--- config.mk ---
export PLATFORM = sky130hd
export DESIGN_NAME = fetch_sequencer
export DESIGN_NICKNAME = d
export VERILOG_FILES = /design/src/rtl/fetch_sequencer.sv
export SDC_FILE = /design/constraint.sdc
export NUM_CORES = 1
export LEC_CHECK = 0
export CAP_MARGIN = 30
export CORE_MARGIN = 2
export CORE_UTILIZATION = 52
export DETAILED_ROUTE_END_ITERATION = 7
export PLACE_DENSITY = 0.79
export SLEW_MARGIN = 40
export SYNTH_ARGS = -nofsm -noshare
export SYNTH_HDL_FRONTEND = slang
export SYNTH_SLANG_ARGS = --single-unit
export TNS_END_PERCENT = 50
--- constraint.sdc ---
create_clock -name i_clk -period 2.4 [get_ports i_clk]
set_input_delay 0.24 -clock i_clk [delete_from_list [all_inputs] [get_ports i_clk]]
set_output_delay 0.24 -clock i_clk [all_outputs]
set_load 0.03 [all_outputs]
--- src/rtl/fetch_sequencer.sv ---
// fetch_sequencer: divides the core clock into four one-hot quarter phases,
// holds the program counter, fetches from a combinational program ROM and
// loads the instruction register on the Q4->Q1 edge. It also handles
// branch/call/return/skip redirects and keeps a hardware return stack.
//
// Optional feature macro: STACK_GUARD_EN
//   defined   : the stack pointer saturates at 0..STACK_DEPTH. An overflowing
//               call or an underflowing ret sets the sticky o_stack_err.
//   undefined : the stack pointer wraps circularly and o_stack_err is tied 0.
//
// Phase states:
//   state | meaning
//   PH_Q1 | quarter 1, o_clk1 high, inst_reg freshly loaded
//   PH_Q2 | quarter 2, o_clk2 high
//   PH_Q3 | quarter 3, o_clk3 high
//   PH_Q4 | quarter 4, o_clk4 high, requests sampled on the edge leaving it
module fetch_sequencer #(
  parameter int PC_WIDTH    = 8,
  parameter int STACK_DEPTH = 4
) (
  input  logic                i_clk,
  input  logic                i_rst_n,
  input  logic                i_stall,
  input  logic [7:0]          i_rom_data,
  input  logic                i_branch_req,
  input  logic                i_call_req,
  input  logic                i_ret_req,
  input  logic                i_skip_req,
  input  logic [PC_WIDTH-1:0] i_branch_addr,
  output logic                o_clk1,
  output logic                o_clk2,
  output logic                o_clk3,
  output logic                o_clk4,
  output logic [PC_WIDTH-1:0] o_rom_addr,
  output logic [PC_WIDTH-1:0] o_pc,
  output logic [7:0]          o_inst_reg,
  output logic                o_stack_err
);

  localparam int IDX_W = $clog2(STACK_DEPTH);
`ifdef STACK_GUARD_EN
  localparam int SP_W = IDX_W + 1;
`else
  localparam int SP_W = IDX_W;
`endif

  localparam logic [1:0] PH_Q1 = 2'd0;
  localparam logic [1:0] PH_Q2 = 2'd1;
  localparam logic [1:0] PH_Q3 = 2'd2;
  localparam logic [1:0] PH_Q4 = 2'd3;

  logic [1:0]          r_phase;
  logic [3:0]          r_strobe;
  logic [PC_WIDTH-1:0] r_pc;
  logic [7:0]          r_inst;
  logic [PC_WIDTH-1:0] r_stack [STACK_DEPTH];
  logic [SP_W-1:0]     r_sp;

  logic                w_fetch_edge;
  logic [PC_WIDTH-1:0] w_pc_inc;
  logic [IDX_W-1:0]    w_push_idx;
  logic [IDX_W-1:0]    w_pop_idx;
  logic                w_push_ok;
  logic                w_pop_ok;

  assign w_fetch_edge = !i_stall && (r_phase == PH_Q4);
  assign w_pc_inc     = r_pc + PC_WIDTH'(1);
  assign w_push_idx   = r_sp[IDX_W-1:0];
  // Low bits minus one also gives the right slot when a guarded sp sits at
  // STACK_DEPTH (low bits 0 -> last entry).
  assign w_pop_idx    = r_sp[IDX_W-1:0] - IDX_W'(1);

`ifdef STACK_GUARD_EN
  assign w_push_ok = (r_sp != SP_W'(STACK_DEPTH));
  assign w_pop_ok  = (r_sp != '0);
`else
  assign w_push_ok = 1'b1;
  assign w_pop_ok  = 1'b1;
`endif

  assign o_clk1     = r_strobe[0];
  assign o_clk2     = r_strobe[1];
  assign o_clk3     = r_strobe[2];
  assign o_clk4     = r_strobe[3];
  assign o_pc       = r_pc;
  assign o_rom_addr = r_pc;
  assign o_inst_reg = r_inst;

  // Quarter-phase counter with a registered one-hot strobe kept in lockstep.
  always_ff @(posedge i_clk) begin
    if (!i_rst_n) begin
      r_phase  <= PH_Q1;
      r_strobe <= 4'b0001;
    end else if (!i_stall) begin
      r_phase  <= r_phase + 2'd1;
      r_strobe <= {r_strobe[2:0], r_strobe[3]};
    end
  end

  // Fetch/redirect on the Q4->Q1 edge: priority ret > call > branch > skip > sequential.
  always_ff @(posedge i_clk) begin
    if (!i_rst_n) begin
      r_pc   <= '0;
      r_inst <= 8'h00;
      r_sp   <= '0;
      for (int i = 0; i < STACK_DEPTH; i++) r_stack[i] <= '0;
    end else if (w_fetch_edge) begin
      if (i_ret_req) begin
        r_inst <= 8'h00;
        if (w_pop_ok) begin
          r_sp <= r_sp - SP_W'(1);
          r_pc <= r_stack[w_pop_idx];
        end else begin
          r_pc <= w_pc_inc;
        end
      end else if (i_call_req) begin
        r_inst <= 8'h00;
        r_pc   <= i_branch_addr;
        if (w_push_ok) begin
          // pc already points past the calling instruction, so it is the return address.
          r_stack[w_push_idx] <= r_pc;
          r_sp                <= r_sp + SP_W'(1);
        end
      end else if (i_branch_req) begin
        r_inst <= 8'h00;
        r_pc   <= i_branch_addr;
      end else if (i_skip_req) begin
        r_inst <= 8'h00;
        r_pc   <= w_pc_inc;
      end else begin
        r_inst <= i_rom_data;
        r_pc   <= w_pc_inc;
      end
    end
  end

`ifdef STACK_GUARD_EN
  logic r_stack_err;

  // Sticky error on a call into a full stack or a ret from an empty one.
  always_ff @(posedge i_clk) begin
    if (!i_rst_n) begin
      r_stack_err <= 1'b0;
    end else if (w_fetch_edge) begin
      if ((i_ret_req && !w_pop_ok) || (!i_ret_req && i_call_req && !w_push_ok))
        r_stack_err <= 1'b1;
    end
  end

  assign o_stack_err = r_stack_err;
`else
  assign o_stack_err = 1'b0;
`endif

endmodule

==> qor.yml, run 1 <==
status: "finished clean"
synth_compound_gate_area_share: 0.1112
cp_slowest_cell: "clkdlybuf4s50_1"
fp.dieW_microns: 76.36
synth.avg_cell_area_sq_um: 11.49
synth_area_leader_cell: "edfxtp_1"
synth_fp_nets: 262
rsz0062_at_grt: "false"
stdcell_count: 355
hold_violations: 0
drtPass1Iterations: 4
cts-root-buf: "clkbuf_8"
drive_gt1_frac: 0.1474
worst-path-buf-inv: 1
final_util: 0.6615
slowest_delay_ns: 0.77
path_clk_slew_ns: 0.09
reg2reg_from: "r_sp[0]"
hpwl_mm: 4.294
cp-start-kind: "flop"
die_area_sq_um: 5831
wl_mm: 6.116
synth-simple-area-share: 0.1884
whs_path_depth: 2
yosys.cell_count.top_type: "edfxtp_1"
postCtsHoldBufs: 0
placedCellCount: 347
worstRegToRegCells: 4
vias: 2015
gp_congestion: 0.9214
critPathTopFamily: "buffers and inverters"
seq_area_frac_synth: 0.5294
fin_crit_sh: 0.8182
synth_edf_count: 32
n_antenna_cell: 0
fin_hold_ws_ns: 0.5100
power_density_nw_per_um2: 533.9
power.static_leakage_uw: 0.001215
numPortBuffers: 50
ios: 52
path_depth: 1
coreArea_sq_um: 5075
met1_usage: 0.3104
reg2reg_to: "o_pc[4]"
track_usage: 0.2254
drv_slew: 0
drtIter0Drc: 184
setup_tns_ns: 0
synth_xor_xnor_area_share: 0.009651
grt_pass1_vias: 1936
dieHeight_microns: 76.36
grt_antenna_before_repair: 0
critPathKind: "reg -> out"
fill_cells: 410
grt_max_degree: 23
synthAdderAreaFrac: 0.009191
grtUsageMet3: 0.05332
syn_area_sq_um: 2723
regArea_sq_um: 1441
crit_chain: "clkdlybuf4s50_1"
grt-busiest-layer: "met2"
synth_area_leaders: "edfxtp_1, dfxtp_1, mux4_2"
crit_required_ns: 2.16
ys_ff_latch: 56
multi_input_area_sq_um: 1111
cap_viol_max_count: 0
r2r_slack_ns: 0.60
synth_top_family_by_area: "simple AND/OR/NAND/NOR gates"
finalNetCount: 309
routedWlPerCell_microns: 17.23
fmax_mhz: 509.2
finalPower_uw: 1792
drc: 0
synth_mux_area_frac: 0.08824
cts_buffers: 5
cp-startpoint: "o_pc[4]"
start_util: 0.5365
htree_levels: 2
viasPerCell: 5.676
syn_to_final_growth_pct: 23.30
largest_reg_flops: 32
clkSinkCount: 56
met2_usage: 0.3416
crit_end: "o_rom_addr[4]"
cts_tree: "done"
cp_data_arrival_time_ns: 1.72
tightest_slew_ns: 0.6238
num_rows: 26
cts_setup_buffers: 0
peakVddDrop_v: 0.0003808
period_needed_ns: 1.964
slew_headroom: 0.5835
hold_path_class: "reg -> reg"
yosys.area.top_type_share: 0.3529
synth_commonest_cells: "edfxtp_1, dfxtp_1, nor2_1, and2_1, o21ai_0"
overflow: 0
synth_cells: 237
critPathMaxFanout: 13
insertion_delay_ns: 0.31
ant_nets: 0
final-setup-viol-count: 0
cp-end-kind: "primary output"
grt_pass1_wl_mm: 10.14
postSynth.asyncResetShare: 0
synth_flop_cell: "edfxtp_1"
ys_warn_count: 0
synthDistinctLibCells: 46
clock_skew_ns: 0.004992
post_cts_resized: 0
clock_path_buffers: 2
per-layer routing:
| layer | wire length, microns | up-vias |
|---|---|---|
| met5 | 0 | - |
| met4 | 126 | 0 |
| met3 | 425 | 11 |
| met2 | 2859 | 72 |
| met1 | 2704 | 980 |
| li1 | - | 952 |
cell families (layout without fill, tap and decap cells):
| kind of cell | Yosys count | after routing |
|---|---|---|
| buffers and inverters | 26 | 74 |
| other | 1 | 1 |
| adder cells (fa/ha/maj) | 2 | 2 |
| AND/OR/NAND/NOR | 90 | 90 |
| multiplexers | 14 | 14 |
| AO/OA/AOI/OAI | 45 | 45 |
| flip-flops | 56 | 56 |
| XOR/XNOR | 3 | 3 |
how the worst min path moves through the flow:
| stage | startpoint | endpoint | slack (ns) |
|---|---|---|---|
| finish | r_phase[1] | r_phase[1] | 0.51 |
| global route | r_phase[1] | r_phase[1] | 0.55 |
| CTS | o_inst_reg[1] | o_inst_reg[1] | 0.52 |
| detailed placement | r_strobe[3] | r_strobe[0] | 0.49 |
| global placement | r_phase[1] | r_phase[1] | 0.48 |
| floorplan | i_rom_data[0] | o_inst_reg[0] | 0.39 |
per-stage QoR:
stage	worst slack (ns)	instance area (sq um)
after floorplan	0.3771	2723
after global placement	0.3830	3257
after detailed placement	0.3661	3257
after CTS	0.4071	3357
after global routing	0.3786	3357
final	0.4362	3357
layout make-up:
class                   instances  area share
flip-flops and latches         56      0.4294
clock buffers                   8     0.02982
inverters                       1    0.001118
well taps                      70     0.02609
multi-input cells             155      0.3310
repair buffers                 65      0.1826
layout by cell type (no fill, tap or decap), types with 2 or more instances in the layout:
| cell type | netlist | routed |
|---|---|---|
| nand3_1 | 4 | 4 |
| and3_1 | 6 | 6 |
| a311o_1 | 2 | 2 |
| nor2_1 | 23 | 23 |
| a31o_2 | 2 | 2 |
| nand2_1 | 11 | 11 |
| mux4_2 | 8 | 8 |
| a21oi_1 | 8 | 8 |
| o311ai_0 | 2 | 2 |
| o21ai_0 | 12 | 12 |
| nand2b_1 | 5 | 5 |
| a22oi_1 | 8 | 8 |
| and2_2 | 4 | 4 |
| and4_4 | 2 | 2 |
| a211oi_1 | 3 | 3 |
| mux2i_1 | 6 | 6 |
| clkbuf_8 | 0 | 7 |
| xor2_1 | 2 | 2 |
| buf_4 | 10 | 15 |
| o21a_1 | 2 | 2 |
| and3_2 | 2 | 2 |
| clkdlybuf4s50_1 | 0 | 50 |
| nor2b_1 | 4 | 4 |
| edfxtp_1 | 32 | 32 |
| ha_1 | 2 | 2 |
| o31ai_1 | 2 | 2 |
| and2_1 | 20 | 20 |
| dfxtp_1 | 24 | 24 |
power by group:
part           switching (uW)  internal, uW
clock                     302           264
combinational            84.2          85.0
sequential               18.6          1040
Power figures use the tool's default switching activity.
==> run 2, diff against run 1 <==
CORE_UTILIZATION = 47   (was 52)
PLACE_DENSITY = 0.75   (was 0.79)
clock period = 1.7 ns   (was 2.4 ns; I/O delays follow)
==> qor.yml, run 2 (synthesis results as in run 1) <==
final_cell_mix: "clkdlybuf4s50_1, buf_4, edfxtp_1"
cts-root-buf: "clkbuf_8"
fin_crit_sh: 0.9589
post-place-ws_ns: -0.1341  # -0.5002 ns
wl_mm: 6.180  # +1.0%
crit_required_ns: 1.53  # -0.63 ns
slew_headroom: 0.6172  # +0.03365
tightest_slew_ns: 0.5721  # -0.05173 ns
pwr-share-clk: 0.330  # +0.014
hold_path_class: "in -> reg"
ant_nets: 0  # unchanged
final-setup-viol-count: 0  # unchanged
die_area_sq_um: 6418  # +10%
vias: 2055  # +2.0%
status: "finished clean"
grt_max_degree: 18  # -22%
grt_pass1_vias: 2073  # +7.1%
rsz0062_at_grt: "false"
switchingPower_uw: 575.1  # +42%
drtPass1Iterations: 5  # +1
reg2reg_to: "o_pc[6]"
overflow: 0  # unchanged
clock_path_buffers: 2  # unchanged
critPathKind: "reg -> out"
gp_congestion: 0.8009  # -13%
fp.dieW_microns: 80.11  # +4.9%
fmax_mhz: 613.5
drtIter0Drc: 195  # +6.0%
power_density_nw_per_um2: 735.6  # +38%
dieHeight_microns: 80.11  # +4.9%
cp_slowest_cell: "clkdlybuf4s50_1"
routedWlPerCell_microns: 16.39  # -4.9%
power.static_leakage_uw: 0.001401  # +15%
cp-start-kind: "flop"
finalNetCount: 329  # +6.5%
worst-path-buf-inv: 1  # unchanged
path_clk_slew_ns: 0.10  # about the same
grt_antenna_before_repair: 0  # unchanged
clkSinkCount: 56  # unchanged
period_needed_ns: 1.630
start_util: 0.4914  # -0.04507
worstRegToRegCells: 5  # +1
slowest_delay_ns: 0.71  # -0.06 ns
n_antenna_cell: 0  # unchanged
layout_setup_ws_ns: 0.06988  # -0.3663 ns
grt_pass1_wl_mm: 10.04  # -1.0%
insertion_delay_ns: 0.32  # about the same
swShare: 0.2202  # -0.005765
drive_gt1_frac: 0.2164  # +0.06903
min-delay-start: "i_rom_data[4]"
critPathTopFamily: "buffers and inverters"
postCtsHoldBufs: 0  # unchanged
hold_violations: 0  # unchanged
cp_data_arrival_time_ns: 1.46  # -0.26 ns
drc: 0  # unchanged
ios: 52  # unchanged
cp-end-kind: "primary output"
cap_viol_max_count: 0  # unchanged
p_seq_frac: 0.569  # -0.021
final_common_cell: "clkdlybuf4s50_1"
internal_power_uw: 2036  # +47%
critPathMaxFanout: 6  # -7
htree_levels: 2  # unchanged
cts_tree: "done"
fin_hold_ws_ns: 0.4795  # -0.03049 ns
viasPerCell: 5.451  # -4.0%
drv_slew: 0  # unchanged
cts_buffers: 5  # unchanged
whs_path_depth: 3  # +1
syn_to_final_growth_pct: 30.38
hpwl_mm: 4.590  # +6.9%
final_util: 0.6407  # -0.02079
clock_skew_ns: 0.01093  # +0.005941 ns
reg2reg_from: "o_pc[0]"
pwr-share-comb: 0.101  # +0.007
coreArea_sq_um: 5540  # +9.2%
peakVddDrop_v: 0.0005890  # +55%
track_usage: 0.2079  # -0.01751
holdPathEnd: "o_inst_reg[4]"
crit_chain: "clkdlybuf4s50_1"
r2r_slack_ns: 0.12  # -0.48 ns
cts_setup_buffers: 0  # unchanged
largest_reg_flops: 32  # unchanged
num_rows: 27  # +3.8%
numPortBuffers: 50  # unchanged
-- run 2: cell count changes in the layout (fill, tap and decap cells not counted), sizes merged --
cell	change
buf	+20
clkbuf	-2
bufinv	+1
dlymetal6s2s	+2
clkinvlp	+1
clkdlybuf4s50	-10
dlygate4sd2	+8
-- run 2: timing repair --
action,CTS,global route
resized for setup,9,5
endpoints found under the setup margin,13,10
pin swaps,0,1
-- run 2: metrics by stage --
stage | power, uW | std cells | TNS [ns] | instance area [sq um]
CTS | 2602 | 377 | 0 | 3536
detailed placement | 1778 | 369 | -4.402 | 3436
global placement | 1773 | 369 | -3.462 | 3436
global route | 2683 | 377 | 0 | 3550
finish | 2611 | 377 | 0 | 3550
floorplan | 1644 | 237 | -2.334 | 2736
-- run 2: worst max-delay path by stage --
stage / from / endpoint / slack, ns / depth (start not counted)
final: o_pc[4] / o_pc[4] / 0.07 / 1
after global routing: o_pc[2] / o_pc[2] / 0.0004 / 1
after CTS: o_pc[7] / o_rom_addr[7] / 0.004 / 1
after detailed placement: i_call_req / r_stack[0][7] / -0.13 / 5
after global placement: i_call_req / r_stack[0][7] / -0.12 / 5
after floorplan: r_phase[0] / r_stack[2][0] / -0.1 / 5
-- run 2: layer usage --
layer  up-vias  wire length, microns  track usage
met2        68                  3027       0.3342
met4         0                    77      0.06610
met1       984                  2724       0.2862
li1        991                     -            -
met5         -                     0            0
met3        12                   350      0.03820
-- run 2: power by group through the flow --
stage          clock [uW]  sequential [uW]  combinational [uW]
2_1_floorplan           0             1530                 119
3_3_place_gp            0             1520                 257
3_5_place_dp            0             1520                 260
4_1_cts               854             1490                 262
5_1_grt               908             1490                 285
6_report              862             1490                 263
-- run 2: area by class of cell --
type / instances / area (sq um)
Sequential cell: 56 / 1443
Clock inverter: 2 / 35.03
Timing Repair Buffer: 85 / 770.7
Clock buffer: 6 / 72.57
Multi-Input combinational cell: 155 / 1135
Inverter: 1 / 3.754
Tap cell: 72 / 90.09
Fill cell: 451 / 1991
